$ cat src/rtl/rv_fetch_q_if.sv
// Handshake bundle between fetch/I_MEM, the fetch queue and decode.
// The master drives the fetch side and decode ready; the slave is the queue itself.
interface rv_fetch_q_if #(
    parameter int DEPTH = 4
);
    localparam int CW = $clog2(DEPTH + 1);

    logic          imem_vld_Q101H;
    logic [31:0]   imem_instr_Q101H;
    logic [31:0]   pc_Q101H;
    logic          flush_Q102H;
    logic          dec_ready_Q102H;
    logic          instr_vld_Q102H;
    logic [31:0]   instr_Q102H;
    logic [31:0]   pc_Q102H;
    logic          ready_Q100H;
    logic [CW-1:0] count;
    logic          overflow_err;

    modport master (
        output imem_vld_Q101H, imem_instr_Q101H, pc_Q101H, flush_Q102H, dec_ready_Q102H,
        input  instr_vld_Q102H, instr_Q102H, pc_Q102H, ready_Q100H, count, overflow_err
    );

    modport slave (
        input  imem_vld_Q101H, imem_instr_Q101H, pc_Q101H, flush_Q102H, dec_ready_Q102H,
        output instr_vld_Q102H, instr_Q102H, pc_Q102H, ready_Q100H, count, overflow_err
    );
endinterface

$ cat src/rtl/rv_fetch_q.sv
// Instruction fetch queue: buffers {pc, instr} pairs from I_MEM and presents the
// oldest to decode with first-word fall-through; flush discards all entries.
module rv_fetch_q #(
    parameter int DEPTH = 4
) (
    input logic         clk,
    input logic         rst,
    rv_fetch_q_if.slave bus
);
    localparam int PW = $clog2(DEPTH);
    localparam int CW = $clog2(DEPTH + 1);
    localparam logic [31:0] NOP = 32'h0000_0013;

    logic [63:0]   mem_q [DEPTH];
    logic [PW-1:0] wr_ptr_q, wr_ptr_d;
    logic [PW-1:0] rd_ptr_q, rd_ptr_d;
    logic [CW-1:0] count_q, count_d;
    logic          ovf_q, ovf_d;

    logic full;
    logic head_vld;
    logic pop;
    logic push;
    logic drop;

    always_comb begin
        full     = (count_q == CW'(DEPTH));
        head_vld = (count_q != '0) && !bus.flush_Q102H;
        pop      = head_vld && bus.dec_ready_Q102H;
        push     = bus.imem_vld_Q101H && !bus.flush_Q102H && (!full || pop);
        drop     = bus.imem_vld_Q101H && !bus.flush_Q102H && full && !pop;
    end

    always_comb begin
        wr_ptr_d = wr_ptr_q;
        rd_ptr_d = rd_ptr_q;
        count_d  = count_q;
        ovf_d    = ovf_q || drop;
        if (bus.flush_Q102H) begin
            wr_ptr_d = '0;
            rd_ptr_d = '0;
            count_d  = '0;
        end else begin
            // Pointers wrap naturally because DEPTH is a power of two.
            if (push) wr_ptr_d = wr_ptr_q + PW'(1);
            if (pop)  rd_ptr_d = rd_ptr_q + PW'(1);
            unique case ({push, pop})
                2'b10:   count_d = count_q + CW'(1);
                2'b01:   count_d = count_q - CW'(1);
                default: count_d = count_q;
            endcase
        end
    end

    always_ff @(posedge clk or negedge rst) begin
        if (!rst) begin
            wr_ptr_q <= '0;
            rd_ptr_q <= '0;
            count_q  <= '0;
            ovf_q    <= 1'b0;
        end else begin
            wr_ptr_q <= wr_ptr_d;
            rd_ptr_q <= rd_ptr_d;
            count_q  <= count_d;
            ovf_q    <= ovf_d;
        end
    end

    always_ff @(posedge clk) begin
        if (push) mem_q[wr_ptr_q] <= {bus.pc_Q101H, bus.imem_instr_Q101H};
    end

    // Two free slots are needed: one for the word already in flight at Q101H.
    always_comb begin
        bus.instr_vld_Q102H = head_vld;
        bus.instr_Q102H     = head_vld ? mem_q[rd_ptr_q][31:0]  : NOP;
        bus.pc_Q102H        = head_vld ? mem_q[rd_ptr_q][63:32] : 32'h0;
        bus.ready_Q100H     = (count_q <= CW'(DEPTH - 2));
        bus.count           = count_q;
        bus.overflow_err    = ovf_q;
    end
endmodule

$ cat src/flat_wrapper.sv
// flat-port wrapper written by rule: the top's interface ports become plain ports
module rv_fetch_q_flat 
#(
    parameter int DEPTH = 4
)
  (clk, rst, bus_imem_vld_Q101H, bus_imem_instr_Q101H, bus_pc_Q101H, bus_flush_Q102H, bus_dec_ready_Q102H, bus_instr_vld_Q102H, bus_instr_Q102H, bus_pc_Q102H, bus_ready_Q100H, bus_count, bus_overflow_err);
  rv_fetch_q_if #(.DEPTH(DEPTH)) bus_i ();
  input logic clk;
  input logic rst;
  input wire logic [$bits(bus_i.imem_vld_Q101H)-1:0] bus_imem_vld_Q101H;
  input wire logic [$bits(bus_i.imem_instr_Q101H)-1:0] bus_imem_instr_Q101H;
  input wire logic [$bits(bus_i.pc_Q101H)-1:0] bus_pc_Q101H;
  input wire logic [$bits(bus_i.flush_Q102H)-1:0] bus_flush_Q102H;
  input wire logic [$bits(bus_i.dec_ready_Q102H)-1:0] bus_dec_ready_Q102H;
  output wire logic [$bits(bus_i.instr_vld_Q102H)-1:0] bus_instr_vld_Q102H;
  output wire logic [$bits(bus_i.instr_Q102H)-1:0] bus_instr_Q102H;
  output wire logic [$bits(bus_i.pc_Q102H)-1:0] bus_pc_Q102H;
  output wire logic [$bits(bus_i.ready_Q100H)-1:0] bus_ready_Q100H;
  output wire logic [$bits(bus_i.count)-1:0] bus_count;
  output wire logic [$bits(bus_i.overflow_err)-1:0] bus_overflow_err;
  assign bus_i.imem_vld_Q101H = bus_imem_vld_Q101H;
  assign bus_i.imem_instr_Q101H = bus_imem_instr_Q101H;
  assign bus_i.pc_Q101H = bus_pc_Q101H;
  assign bus_i.flush_Q102H = bus_flush_Q102H;
  assign bus_i.dec_ready_Q102H = bus_dec_ready_Q102H;
  assign bus_instr_vld_Q102H = bus_i.instr_vld_Q102H;
  assign bus_instr_Q102H = bus_i.instr_Q102H;
  assign bus_pc_Q102H = bus_i.pc_Q102H;
  assign bus_ready_Q100H = bus_i.ready_Q100H;
  assign bus_count = bus_i.count;
  assign bus_overflow_err = bus_i.overflow_err;
  rv_fetch_q #(.DEPTH(DEPTH)) u_core (.clk(clk), .rst(rst), .bus(bus_i));
endmodule
$ cat config.mk
export PLATFORM = sky130hd
export DESIGN_NAME = rv_fetch_q_flat
export DESIGN_NICKNAME = d
export VERILOG_FILES = /design/src/rtl/rv_fetch_q_if.sv /design/src/rtl/rv_fetch_q.sv /design/src/flat_wrapper.sv
export SDC_FILE = /design/constraint.sdc
export NUM_CORES = 1
export LEC_CHECK = 0
export CAP_MARGIN = 0
export CORE_ASPECT_RATIO = 1.2
export CORE_UTILIZATION = 59
export DETAILED_ROUTE_END_ITERATION = 12
export GPL_TIMING_DRIVEN = 0
export PLACE_DENSITY = 0.85
export SYNTH_ARGS = -nofsm -noshare
export SYNTH_HDL_FRONTEND = slang
export SYNTH_SLANG_ARGS = --single-unit
$ cat constraint.sdc
create_clock -name clk -period 6.7 [get_ports clk]
set_input_delay 1.34 -clock clk [delete_from_list [all_inputs] [get_ports clk]]
set_output_delay 1.34 -clock clk [all_outputs]
set_load 0.01 [all_outputs]
* Word level (Yosys, flattened, before mapping)
Memories as Yosys holds them, arrays and structs flattened.
Index checks and enable logic that the tools add are counted.
** Storage, ports and cells
- Flip-flop bits (word level) :: 8
- Word-level logic and storage cells :: 38
- Memory bits (writable) :: 256
- Memories kept :: 1
- Input bits :: 69
** Operators by class
- $lt $le $gt $ge :: 1
- Equality and inequality tests :: 3
- $add $sub $neg :: 4
- Muxes and demuxes :: 10
- Reductions and logical operators :: 15
** Memories
- u_core.mem_q :: depth 4, width 64, read ports 1, clocked after memory_dff 0, wr ports 1, RTL line rv_fetch_q.sv:14 : logic [63:0] mem_q [DEPTH];
** Operators by type and width (count)
- 32-bit two-way mux :: 2
- 2-bit two-way mux :: 4
- 1-bit logical AND :: 6
- 3-bit one-hot mux with 2 select lines :: 1
- 3-bit nonzero test :: 2
- 2-bit by 1-bit adder with 2-bit output, second input constant :: 2
- 2-bit nonzero test :: 2
- 3-bit by 1-bit adder with 3-bit output, second input constant :: 1
- 3-bit equality test, second input constant :: 1
- 3-bit by 2-bit <= comparator with 1-bit output, second input constant :: 1
- 1-bit logical NOT :: 3
- 3-bit two-way mux :: 1
- 3-bit by 1-bit subtractor with 3-bit output, second input constant :: 1
- 2-bit by 1-bit equality test with 1-bit output, second input constant :: 1
- 2-bit equality test, second input constant :: 1
- 1-bit logical OR :: 2
- 1-bit two-way mux :: 2

* Longest topological paths before layout
Gate-level depths: netlist of the first run.
- Depth in word-level cells :: 8
- Depth in mapped cells :: 8
- Mapped depth without buffers :: 7

* Least setup slack after synthesis of the first run
No wires, ideal clock.
- Path kind :: input port to flip-flop
- Start point :: in bus_flush_Q102H
- End point :: mem u_core.mem_q[0][0], enable pin
- Path buffers :: 1
- Slack :: 2.926 ns
- Required time :: 6.271 ns
- Cell stages on the path :: 3
- Arrival :: 3.346 ns
- Library setup time :: 0.429 ns
- Cells stage by stage :: buf_2 -> nor3b_4 -> and2_1
** Between the ends
- Cells in the longest elaborated chain, start to end :: 7
** RTL lines
- start, declared :: RTL line flat_wrapper.sv:13 : input wire logic [$bits(bus_i.flush_Q102H)-1:0] bus_flush_Q102H;
- 1-bit logical NOT * :: RTL line rv_fetch_q.sv:28, rv_fetch_q.sv:30
- 1-bit logical AND :: RTL line rv_fetch_q.sv:28 : head_vld = (count_q != '0) && !bus.flush_Q102H;
- 1-bit logical AND :: RTL line rv_fetch_q.sv:29 : pop = head_vld && bus.dec_ready_Q102H;
- 1-bit logical OR :: RTL line rv_fetch_q.sv:30 : push = bus.imem_vld_Q101H && !bus.flush_Q102H && (!full || pop);
- 1-bit logical AND * :: RTL line rv_fetch_q.sv:30
- 1-bit two-way mux * :: RTL line rv_fetch_q.sv:70 : if (push) mem_q[wr_ptr_q] <= {bus.pc_Q101H, bus.imem_instr_Q101H};
- 1-bit two-way mux (implied by the code) * :: RTL line rv_fetch_q.sv:70
- end, declared :: RTL line rv_fetch_q.sv:14
Mark *: on every way between the ends. The rest lies on a longest branch, timed or not.

* Worst setup path after layout of the first run
- Start point :: in bus_flush_Q102H
- End point :: out bus_instr_Q102H[20]
** Between the ends
- Cells in the longest elaborated chain, start to end :: 3
** RTL lines
- 1-bit logical NOT :: RTL line rv_fetch_q.sv:28
- 1-bit logical AND :: RTL line rv_fetch_q.sv:28
- 32-bit two-way mux :: RTL line rv_fetch_q.sv:76 : bus.instr_Q102H = head_vld ? mem_q[rd_ptr_q][31:0] : NOP;
- end, declared :: RTL line flat_wrapper.sv:16 : output wire logic [$bits(bus_i.instr_Q102H)-1:0] bus_instr_Q102H;
Every way passes these cells.

==> summary.md, run 1 <==
* **GRT Residual Overflow** 0
* **sink of the worst hold path** u_core.bus.overflow_err$_DFF_PN0_
* **most used cells in the layout excluding fill and tap cells** edfxtp_1, clkdlybuf4s50_1, mux4_2
* **Max Fclk** 240 MHz
* **root cell of the clock tree** clkbuf_16
* **worst hold path startpoint** u_core.bus.overflow_err$_DFF_PN0_
* **die width** 123 um
* **Setup Total Neg Slack** 0 ns
* **total clock sinks** 264
* **top cell type by total area after synthesis** edfxtp_1
* **area of combinational cells with multiple inputs** 2220 um^2
* **Synth-to-Final Area Change** 24.2%
* **count of max-cap constraint violations** 0
* **power density over the cells** 282 nW/um^2
* **maximum level of the CTS H-tree** 1
* **count of mapped cells out of synthesis** 468
* **DIE AREA** 18000 um^2
* **wire length of the first global-routing pass** 29300 um
* **Design Power** 0.00361 W
* **kind of critical path** in -> out
* **Worst Setup Start Kind** input port
* **weighted congestion at the end of routability-driven global placement** 0.761
* **fin nets** 709
* **number of buffers created by CTS** 24
* **Synth Register Bits** 264
* **routed vias** 5013
* **met1 WL** 7290 um
* **initial cell density of the core** 60.7%
* **clock insertion delay at the later pin of the skew report** 0.50 ns
* **number of setup violations in the final report** 0
* **average routed wire per standard cell** 21.8 um
* **average vias per placed instance** 5.78
* **area of the mapped netlist** 10300 um^2
* **count of buffers inserted at the top-level ports** 137
* **Final min period** 4.17 ns
* **cell count of the worst reg-to-reg path** 5
* **Final HPWL DP** 11700 um
* **Core Rows** 52
* **Top Ports** 139
* **Lkg Pwr** 4.08 nW
* **outcome** completed
* **Area contributors post-synth** edfxtp_1, mux4_2, nor2b_1
* **met2 routed WL** 10000 um
* **Synth warnings** 0
* **endpoint arrival time on the critical path** 2.83 ns
* **Reg-to-Reg Start** u_core.bus.count[2]$_DFFE_PN0P_
* **number of buffers inserted for hold repair after clock tree synthesis** 0
* **worst clock skew** 0.0142 ns
* **Core Box Area** 17000 um^2
* **max-slew violation count** 0
* **transition time at the pin with the least slew margin** 0.574 ns
* **Synthesized Nets** 542
* **hold slack final** 0.525 ns
* **worst-case vdd ir drop** 0.238 mV
* **most common cell after layout, fill and taps aside** edfxtp_1
* **endpoint class of the critical path** primary output
* **initial antenna violation count** 0
* **post-route fraction of the period consumed by the critical path** 62.2%
* **CTS tree** built
* **number of enable flip-flop cells after synthesis** 256
* **highest metal layer with signal wires** met4
* **Post-Synthesis Mean Instance Area** 22.0 um^2
* **clock-pin transition on the worst setup and hold timing paths** 0.06 ns
* **FF/Latch Area** 7890 um^2
* **Post CTS Setup Buffer Count** 0
* **total wire length after detailed routing** 18900 um
* **Ant. Diodes** 0
* **pin count of the biggest net entering global routing** 41
* **type of the most critical hold path** reg -> reg
* **Post-synth ARST share** 3.03%
* **fraction of the core area covered by cells at the end of the flow** 75.4%
* **global routing usage summed across all routing layers** 22.0%
* **Fillers** 949
* **most used flip-flop cell after synthesis** edfxtp_1
* **setup repair after global routing missed its margin** false
* **via count of the first global-routing pass** 5302
* **cts repair resizes** 0
* **post-synth top area share** 74.6%
* **number of DRC violations after detailed-routing iteration 0** 350
* **Hold Path Depth** 1
* **Req. time, crit path** 5.36 ns
* **part of the Yosys area used for sequential elements** 76.6%
* **DRC viols** 0
* **maximum root-to-sink buffer count** 3
* **Die Span Y** 147 um
* **Reg2Reg Setup Slack** 4.43 ns
* **amount of wire on met3 after detailed routing** 1120 um
* **Hold Vio Cnt, Final** 0
* **Netlist cell types** 32
* **R2R Path End** u_core.mem_q[1][62]$_DFFE_PP_
* **antenna violation net count after detailed routing** 0
* **Max Fanout on Critical Path** 10
* **Worst slew margin** 61.7%
* **detailed-routing iteration count for the pre-antenna-repair pass** 5
* **fraction of layout instances using a drive strength above 1** 20.4%
-- logic make-up (layout without fill, tap and decap cells) --
| kind of cell | count (synthesis) | count (layout) | synth area share (%) |
|---|---|---|---|
| buffers and inverters | 29 | 212 | 1.98 |
| flip-flops | 264 | 264 | 76.6 |
| multiplexers | 65 | 65 | 14.1 |
| AND/OR/NAND/NOR | 87 | 87 | 5.29 |
| XOR/XNOR | 4 | 4 | 0.340 |
| adder cells (fa/ha/maj) | 5 | 5 | 0.680 |
| AO/OA/AOI/OAI | 14 | 14 | 1.07 |
-- final cells by class --
cell class                      instances  area share [%]
Sequential cell                       264            61.6
Multi-Input combinational cell        175            17.4
Timing Repair Buffer                  141            11.5
Clock buffer                           28            4.98
Tap cell                              216            2.11
Buffer                                 24            1.45
Clock inverter                         14           0.880
Inverter                                5           0.147
-- metal layers --
layer  up-vias  global-route usage [%]
li1       2224                       -
met2       191                    37.2
met4         0                    6.83
met3        37                    3.77
met5         -                       0
met1      2561                    29.3
-- Yosys cell counts, types with 2 or more instances --
library cell  number
nor3_1             2
mux4_2            64
nor2b_1           62
or2_1              4
buf_2             10
buf_4              4
inv_1              5
nor2_1             7
a21oi_1            4
nand2_1            4
dfrtp_1            8
buf_6              9
and2_1             5
ha_1               4
edfxtp_1         256
o21ai_0            2
xnor2_1            3
-- sequential cells by signal (all words and copies together) (netlist names) --
| signal | count |
|---|---|
| u_core.bus.count | 3 |
| u_core.rd_ptr_q | 2 |
| u_core.mem_q | 256 |
| u_core.wr_ptr_q | 2 |
| u_core.bus.overflow_err | 1 |
-- how the worst max path moves through the flow --
stage                                   start                      endpoint  slack, ns
final                         bus_flush_Q102H           bus_instr_Q102H[20]       2.53
after global routing          bus_flush_Q102H           bus_instr_Q102H[15]       2.45
after CTS                     bus_flush_Q102H           bus_instr_Q102H[24]       2.53
after detailed placement      bus_flush_Q102H              bus_pc_Q102H[10]       2.54
after global placement    bus_dec_ready_Q102H  u_core.mem_q[3][6]$_DFFE_PP_       1.23
after floorplan               bus_flush_Q102H  u_core.mem_q[0][0]$_DFFE_PP_       2.93
-- report_power, final --
group	internal [W]	leakage (nW)	switching, W
clock network	0.000752	0.373	0.000545
registers	0.00187	2.43	0.0000190
logic	0.000238	1.27	0.000184
total	0.00286	4.08	0.000748
-- per-stage QoR --
step	area [um^2]	instances	setup slack, ns
finish	12800	867	2.53
global route	12800	867	2.45
CTS	12800	867	2.53
detailed placement	12100	825	2.54
global placement	11900	821	1.23
floorplan	10300	468	2.93
-- critical path, stage by stage --
cell	delay, ns
buf_2	0.16
inv_1	0.12
o21ai_1	0.12
buf_6	0.18
buf_4	0.18
nor2b_1	0.15
clkdlybuf4s50_1	0.57
(Power assumes the default switching activity.)
==> run 2: changes to the inputs <==
- CORE_UTILIZATION: 59 -> 55
- PLACE_DENSITY: 0.85 -> 0.8
- clock period: 6.7 -> 3.9 ns (I/O delays scaled with it)
==> run 2 against run 1 <==
Effect of this change:
- total power increased by 73%
- clock skew decreased by 0.0066 ns
- clock power increased by 74%
- sequential power increased by 71%
- die area increased by 7.2%
- cell count increased by 0.81%
- routed wire length increased by 1.8%
- global-route usage decreased by 1.5 points
- first-iteration DRC count decreased by 2.3%
- worst hold slack got worse by 0.045 ns
- register-to-register slack got worse by 2.8 ns
- non-clock buffer count unchanged
- critical path type is now reg -> out
- largest power group unchanged
==> summary.md, run 2 (same netlist as run 1, synthesis figures left out) <==
* **die width** 127 um, was 123 um
* **Req. time, crit path** 3.12 ns, was 5.36 ns
* **number of buffers and inverters on the critical path** 2, was 5
* **hold slack final** 0.480 ns, was 0.525 ns
* **most used cells in the layout excluding fill and tap cells** edfxtp_1, clkdlybuf4s50_1, mux4_2, unchanged
* **root cell of the clock tree** clkbuf_16, unchanged
* **detailed-routing iteration count for the pre-antenna-repair pass** 4, was 5
* **routed vias** 4997, was 5013
* **count of max-cap constraint violations** 0, unchanged
* **cell mode on critical path** or2_1
* **setup repair after global routing missed its margin** false, unchanged
* **average routed wire per standard cell** 22.0 um, was 21.8 um
* **CTS tree** built, unchanged
* **outcome** completed, unchanged
* **maximum root-to-sink buffer count** 3, unchanged
* **Final HPWL DP** 12100 um, was 11700 um
* **Synth-to-Final Area Change** 24.3%, was 24.2%
* **most common cell after layout, fill and taps aside** edfxtp_1, unchanged
* **Final min period** 3.38 ns
* **Design Power** 0.00623 W, was 0.00361 W
* **Lkg Pwr** 4.07 nW, was 4.08 nW
* **number of DRC violations after detailed-routing iteration 0** 342, was 350
* **global routing usage summed across all routing layers** 20.5%, was 22.0%
* **worst-path cell chain** or2_1 > o21ai_1 > buf_2 > or2_1 > clkdlybuf4s50_1, was buf_2 > inv_1 > o21ai_1 > buf_6 > buf_4 > nor2b_1 > clkdlybuf4s50_1
* **total clock sinks** 264, unchanged
* **fin nets** 710, was 709
* **kind of critical path** reg -> out, was in -> out
* **power density over the cells** 486 nW/um^2, was 282 nW/um^2
* **Core Rows** 54, was 52
* **endpoint class of the critical path** primary output, unchanged
* **count of buffers inserted at the top-level ports** 137, unchanged
* **worst-case vdd ir drop** 0.358 mV, was 0.238 mV
* **Core Box Area** 18200 um^2, was 17000 um^2
* **number of placed cells counting well taps** 833, was 825
* **wire length of the first global-routing pass** 30000 um, was 29300 um
* **Worst Setup Start Kind** register, was input port
* **max-slew violation count** 0, unchanged
* **Fillers** 1137, was 949
* **weighted congestion at the end of routability-driven global placement** 0.727, was 0.761
* **final std cells w/o fill** 874, was 867
* **Worst slew margin** 58.7%, was 61.7%
* **clock insertion delay at the later pin of the skew report** 0.51 ns, was 0.50 ns
* **Ant. Diodes** 0, unchanged
* **Post CTS Setup Buffer Count** 0, unchanged
* **clock-pin transition on the worst setup and hold timing paths** 0.06 ns, about the same
* **pin count of the biggest net entering global routing** 38, was 41
* **Max Fanout on Critical Path** 10, unchanged
* **cell family with the largest share of critical-path delay** buffers and inverters, unchanged
* **maximum level of the CTS H-tree** 1, unchanged
* **initial cell density of the core** 56.5%, was 60.7%
* **number of buffers inserted for hold repair after clock tree synthesis** 0, unchanged
* **average vias per placed instance** 5.72, was 5.78
* **Top Ports** 139, unchanged
* **type of the most critical hold path** reg -> reg, unchanged
* **Setup Total Neg Slack** 0 ns, unchanged
* **flip-flop count of the largest register, all copies and words added** 256, unchanged
* **worst stage delay on the critical path** 0.57 ns, about the same
* **Largest Register** u_core.mem_q, unchanged
* **total wire length after detailed routing** 19200 um, was 18900 um
* **cts repair resizes** 0, unchanged
* **GRT Residual Overflow** 0, unchanged
* **fraction of layout instances using a drive strength above 1** 20.2%, was 20.4%
* **antenna violation net count after detailed routing** 0, unchanged
* **endpoint arrival time on the critical path** 2.60 ns, was 2.83 ns
* **Slowest-stage cell, CP** clkdlybuf4s50_1, unchanged
* **initial antenna violation count** 0, unchanged
* **Hold Vio Cnt, Final** 0, unchanged
* **Max Fclk** 296 MHz
* **worst clock skew** 0.00759 ns, was 0.0142 ns
* **transition time at the pin with the least slew margin** 0.620 ns, was 0.574 ns
* **post-route fraction of the period consumed by the critical path** 86.6%
* **via count of the first global-routing pass** 5319, was 5302
* **Die Span Y** 152 um, was 147 um
* **DRC viols** 0, unchanged
* **number of setup violations in the final report** 0, unchanged
* **number of buffers created by CTS** 25, was 24
* **DIE AREA** 19300 um^2, was 18000 um^2
run 2: cell count changes in the layout (fill, tap and decap cells not counted), sizes merged:
cell	change
inv	+1
clkinv	-4
clkbuf	+2
run 2: power by group:
group          switching [W]  total [W]  internal, W  leakage, nW
logic               0.000317   0.000725     0.000408         1.27
registers          0.0000317    0.00324      0.00321         2.43
clock network       0.000958    0.00226      0.00130        0.366
run 2: cell type report:
cell class,instances,area (um^2),share of cell area [%]
inverters,5,18.8,0.147
multi-input cells,175,2220,17.4
plain buffers,24,185,1.45
clock inverters,11,103,0.801
repair buffers,141,1470,11.4
flip-flops and latches,264,7890,61.6
well taps,224,280,2.19
clock buffers,30,644,5.03
run 2: through the flow:
| stage | setup slack, ns | utilization [%] | instance area (um^2) |
|---|---|---|---|
| after global placement | -1.03 | 65.5 | 12000 |
| after detailed placement | 0.759 | 66.1 | 12100 |
| after global routing | 0.394 | 70.2 | 12800 |
| final | 0.521 | 70.2 | 12800 |
| after floorplan | 0.686 | - | 10300 |
| after CTS | 0.483 | 70.2 | 12800 |
run 2: layer usage:
layer  share of wire, %  global-route usage [%]  vias up
li1                   -                       -     2228
met1                 40                    26.3     2608
met2                 54                    36.6      129
met3                4.0                    2.96       32
met4                2.0                    5.95        0
met5                  0                       0        -
run 2: final timing paths:
kind / end / slack [ns] / startpoint / depth (start not counted)
worst min-delay path: u_core.bus.overflow_err$_DFF_PN0_ / 0.48 / u_core.bus.overflow_err$_DFF_PN0_ / 1
max in group asynchronous: u_core.rd_ptr_q[1]$_DFFE_PN0P_ / 3.05 / rst / 1
worst max register to register: u_core.mem_q[0][58]$_DFFE_PP_ / 1.63 / u_core.bus.count[2]$_DFFE_PN0P_ / 5
worst min register to register: u_core.bus.overflow_err$_DFF_PN0_ / 0.48 / u_core.bus.overflow_err$_DFF_PN0_ / 1
min in group asynchronous: u_core.bus.overflow_err$_DFF_PN0_ / 0.56 / rst / 1
worst max-delay path: bus_instr_Q102H[4] / 0.52 / u_core.bus.count[1]$_DFFE_PN0P_ / 5
run 2: worst reg2reg max path, cell delays in order, from the launching register on:
cell and delay [ns]:
dfrtp_1 0.38, buf_2 0.19, nor4b_4 0.17, nor3b_4 0.35, and2_4 0.54, buf_12 0.31
==> run 3: changes to the inputs <==
- ABC_AREA: not set -> 0
- CORE_UTILIZATION: 55 -> 49
- PLACE_DENSITY: 0.8 -> 0.75
- clock period: 3.9 -> 2.8 ns (I/O delays scaled with it)
==> run 3 against run 2 <==
Effect of this change:
- sequential cell count did not move
- design area rose by 1.7%
- core utilization fell by 6.3 points
- setup slack got worse by 0.47 ns
- first-iteration DRC count rose by 16%
- clock skew rose by 0.0080 ns
- die area rose by 12%
- register-to-register slack got worse by 1.1 ns
- critical endpoint is now bus_instr_Q102H[0]
- largest cell class unchanged
==> summary.md, run 3 (same netlist as run 1, synthesis figures left out) <==
* **outcome** completed, unchanged
* **worst stage delay on the critical path** 0.46 ns, was 0.57 ns
* **Top Ports** 139, unchanged
* **Final HPWL DP** 11700 um, was 12100 um
* **average routed wire per standard cell** 20.7 um, was 22.0 um
* **global routing met1 resource utilization** 24.2%, was 26.3%
* **Hold Vio Cnt, Final** 0, unchanged
* **number of buffers created by CTS** 25, unchanged
* **clock-pin transition on the worst setup and hold timing paths** 0.07 ns, was 0.06 ns
* **Die Span Y** 161 um, was 152 um
* **part of the total power dissipated in sequential elements** 52.1%, about the same
* **Worst slew margin** 65.4%, was 58.7%
* **maximum root-to-sink buffer count** 3, unchanged
* **worst-path cell chain** buf_12 > buf_4 > mux4_2 > or2_1 > clkdlybuf4s15_1, was or2_1 > o21ai_1 > buf_2 > or2_1 > clkdlybuf4s50_1
* **number of buffers and inverters on the critical path** 3, was 2
* **maximum level of the CTS H-tree** 1, unchanged
* **Max Fanout on Critical Path** 5, was 10
* **R2R Path End** u_core.mem_q[0][41]$_DFFE_PP_, was u_core.mem_q[0][58]$_DFFE_PP_
* **wire length of the first global-routing pass** 29700 um, was 30000 um
* **fraction of met2 tracks used by global routing** 31.0%, was 36.6%
* **power density over the cells** 664 nW/um^2, was 486 nW/um^2
* **kind of critical path** reg -> out, unchanged
* **initial cell density of the core** 50.5%, was 56.5%
* **total clock sinks** 264, unchanged
* **fraction of layout instances using a drive strength above 1** 23.0%, was 20.2%
* **most common cell after layout, fill and taps aside** edfxtp_1, unchanged
* **met3 track demand over resource in global routing** 3.09%, was 2.96%
* **average vias per placed instance** 5.42, was 5.72
* **weighted congestion at the end of routability-driven global placement** 0.736, was 0.727
* **initial antenna violation count** 0, unchanged
* **Fillers** 1380, was 1137
* **cell family with the largest share of critical-path delay** buffers and inverters, unchanged
* **fin nets** 719, was 710
* **setup repair after global routing missed its margin** true, was false
* **type of the most critical hold path** in -> async, was reg -> reg
* **max-slew violation count** 0, unchanged
* **number of setup violations in the final report** 0, unchanged
* **final std cells w/o fill** 927, was 874
* **Setup Total Neg Slack** 0 ns, unchanged
* **number of DRC violations after detailed-routing iteration 0** 396, was 342
* **Max Fclk** 363 MHz
* **worst clock skew** 0.0156 ns, was 0.00759 ns
* **Lkg Pwr** 4.28 nW, was 4.07 nW
* **switching portion of total power** 21.4%, was 21.0%
* **most used cells in the layout excluding fill and tap cells** edfxtp_1, clkdlybuf4s50_1, mux4_2, unchanged
* **Worst Setup Start Kind** register, unchanged
* **count of max-cap constraint violations** 0, unchanged
* **via count of the first global-routing pass** 5258, was 5319
* **Slowest-stage cell, CP** mux4_2, was clkdlybuf4s50_1
* **clock insertion delay at the later pin of the skew report** 0.52 ns, was 0.51 ns
* **Final min period** 2.75 ns
* **DRC viols** 0, unchanged
* **Largest Register** u_core.mem_q, unchanged
* **GRT Residual Overflow** 0, unchanged
* **total wire length after detailed routing** 19200 um, about the same
* **cell count of the worst reg-to-reg path** 5, unchanged
* **detailed-routing iteration count for the pre-antenna-repair pass** 4, unchanged
* **worst-case vdd ir drop** 0.503 mV, was 0.358 mV
* **CTS tree** built, unchanged
* **Req. time, crit path** 2.24 ns, was 3.12 ns
* **post-route fraction of the period consumed by the critical path** 98.3%
* **DIE AREA** 21600 um^2, was 19300 um^2
* **Most Crowded Layer GR** met2, unchanged
* **global routing usage summed across all routing layers** 18.2%, was 20.5%
* **Internal Power** 0.00680 W, was 0.00492 W
* **root cell of the clock tree** clkbuf_16, unchanged
* **hold slack final** 0.325 ns, was 0.480 ns
* **endpoint arrival time on the critical path** 2.19 ns, was 2.60 ns
* **Psw** 0.00186 W, was 0.00131 W
* **die width** 134 um, was 127 um
* **Reg2Reg Setup Slack** 0.52 ns, was 1.63 ns
* **clock power share** 35.6%, was 36.2%
* **count of buffers inserted at the top-level ports** 137, unchanged
* **flip-flop count of the largest register, all copies and words added** 256, unchanged
* **routed vias** 5021, was 4997
* **Ant. Diodes** 0, unchanged
* **number of placed cells counting well taps** 874, was 833
* **combinational power share** 12.3%, was 11.6%
* **Reg-to-Reg Start** u_core.bus.count[2]$_DFFE_PN0P_, unchanged
* **pin count of the biggest net entering global routing** 41, was 38
* **endpoint class of the critical path** primary output, unchanged
* **Core Rows** 57, was 54
* **Synth-to-Final Area Change** 26.5%, was 24.3%
* **transition time at the pin with the least slew margin** 0.520 ns, was 0.620 ns
* **Core Box Area** 20400 um^2, was 18200 um^2
* **antenna violation net count after detailed routing** 0, unchanged
## run 3: changes by cell type in the layout (fill, tap and decap cells not counted), sizes merged
cell	change
dlygate4sd2	+22
clkdlybuf4s50	-64
clkdlybuf4s15	+41
clkinvlp	+1
clkbuf	+3
clkinv	+3
buf	+7
bufinv	-1
## run 3: how the worst max path moves through the flow
stage                     cells past startpoint                       endpoint                       startpoint
after floorplan                               4   u_core.mem_q[0][0]$_DFFE_PP_  u_core.bus.count[2]$_DFFE_PN0P_
after global routing                          5             bus_instr_Q102H[0]   u_core.rd_ptr_q[0]$_DFFE_PN0P_
after CTS                                     5             bus_instr_Q102H[0]   u_core.rd_ptr_q[0]$_DFFE_PN0P_
final                                         5             bus_instr_Q102H[0]   u_core.rd_ptr_q[0]$_DFFE_PN0P_
after global placement                        4   u_core.mem_q[3][8]$_DFFE_PP_              bus_dec_ready_Q102H
after detailed placement                      5  u_core.mem_q[0][50]$_DFFE_PP_              bus_dec_ready_Q102H
## run 3: routing by layer
metal	wire (um)	share of wire [%]	up-vias
li1	-	-	2248
met1	8040	42	2600
met2	9910	52	140
met5	0	0	-
met4	365	1.9	0
met3	916	4.8	33
## run 3: power groups by stage
stage / Sequential, W / Clock, W / Combinational, W
floorplan: 0.00460 / 0 / 0.000574
detailed placement: 0.00460 / 0 / 0.00103
CTS: 0.00451 / 0.00314 / 0.00105
global route: 0.00452 / 0.00328 / 0.00115
finish: 0.00451 / 0.00308 / 0.00106
global placement: 0.00460 / 0 / 0.000989
## run 3: cell type report
| cell class | instances | area [um^2] | area share [%] |
|---|---|---|---|
| buffer | 24 | 277 | 2.12 |
| multi-input combinational | 175 | 2240 | 17.2 |
| clock inverter | 14 | 97.6 | 0.749 |
| inverter | 5 | 18.8 | 0.144 |
| timing repair buffer | 150 | 1530 | 11.8 |
| tap | 265 | 332 | 2.54 |
| sequential | 264 | 7890 | 60.6 |
| clock buffer | 30 | 644 | 4.95 |
## run 3: worst register-to-register path, cell delays in order (launching register included)
cell     delay (ns)
dfrtp_1        0.38
buf_2          0.20
nor4b_4        0.18
nor3b_4        0.34
and2_4         0.53
buf_12         0.31
## run 3: timing repair
action | in CTS | in global routing
endpoints found under the setup margin | 65 | 47
hold endpoints to repair | 0 | 0
hold buffers | 0 | 0
buffers inserted | 6 | 0
resized for setup | 92 | 46
cloned | 1 | 2
## run 3: metrics by stage
stage | util (%) | instance area (um^2) | power [W] | worst slack [ns]
2_1_floorplan | - | 10300 | 0.00517 | 0.495
3_3_place_gp | 58.9 | 12000 | 0.00559 | -0.722
3_5_place_dp | 59.4 | 12100 | 0.00563 | -0.105
4_1_cts | 63.4 | 12900 | 0.00870 | 0.00686
5_1_grt | 63.9 | 13000 | 0.00895 | -0.0303
6_report | 63.9 | 13000 | 0.00866 | 0.0484
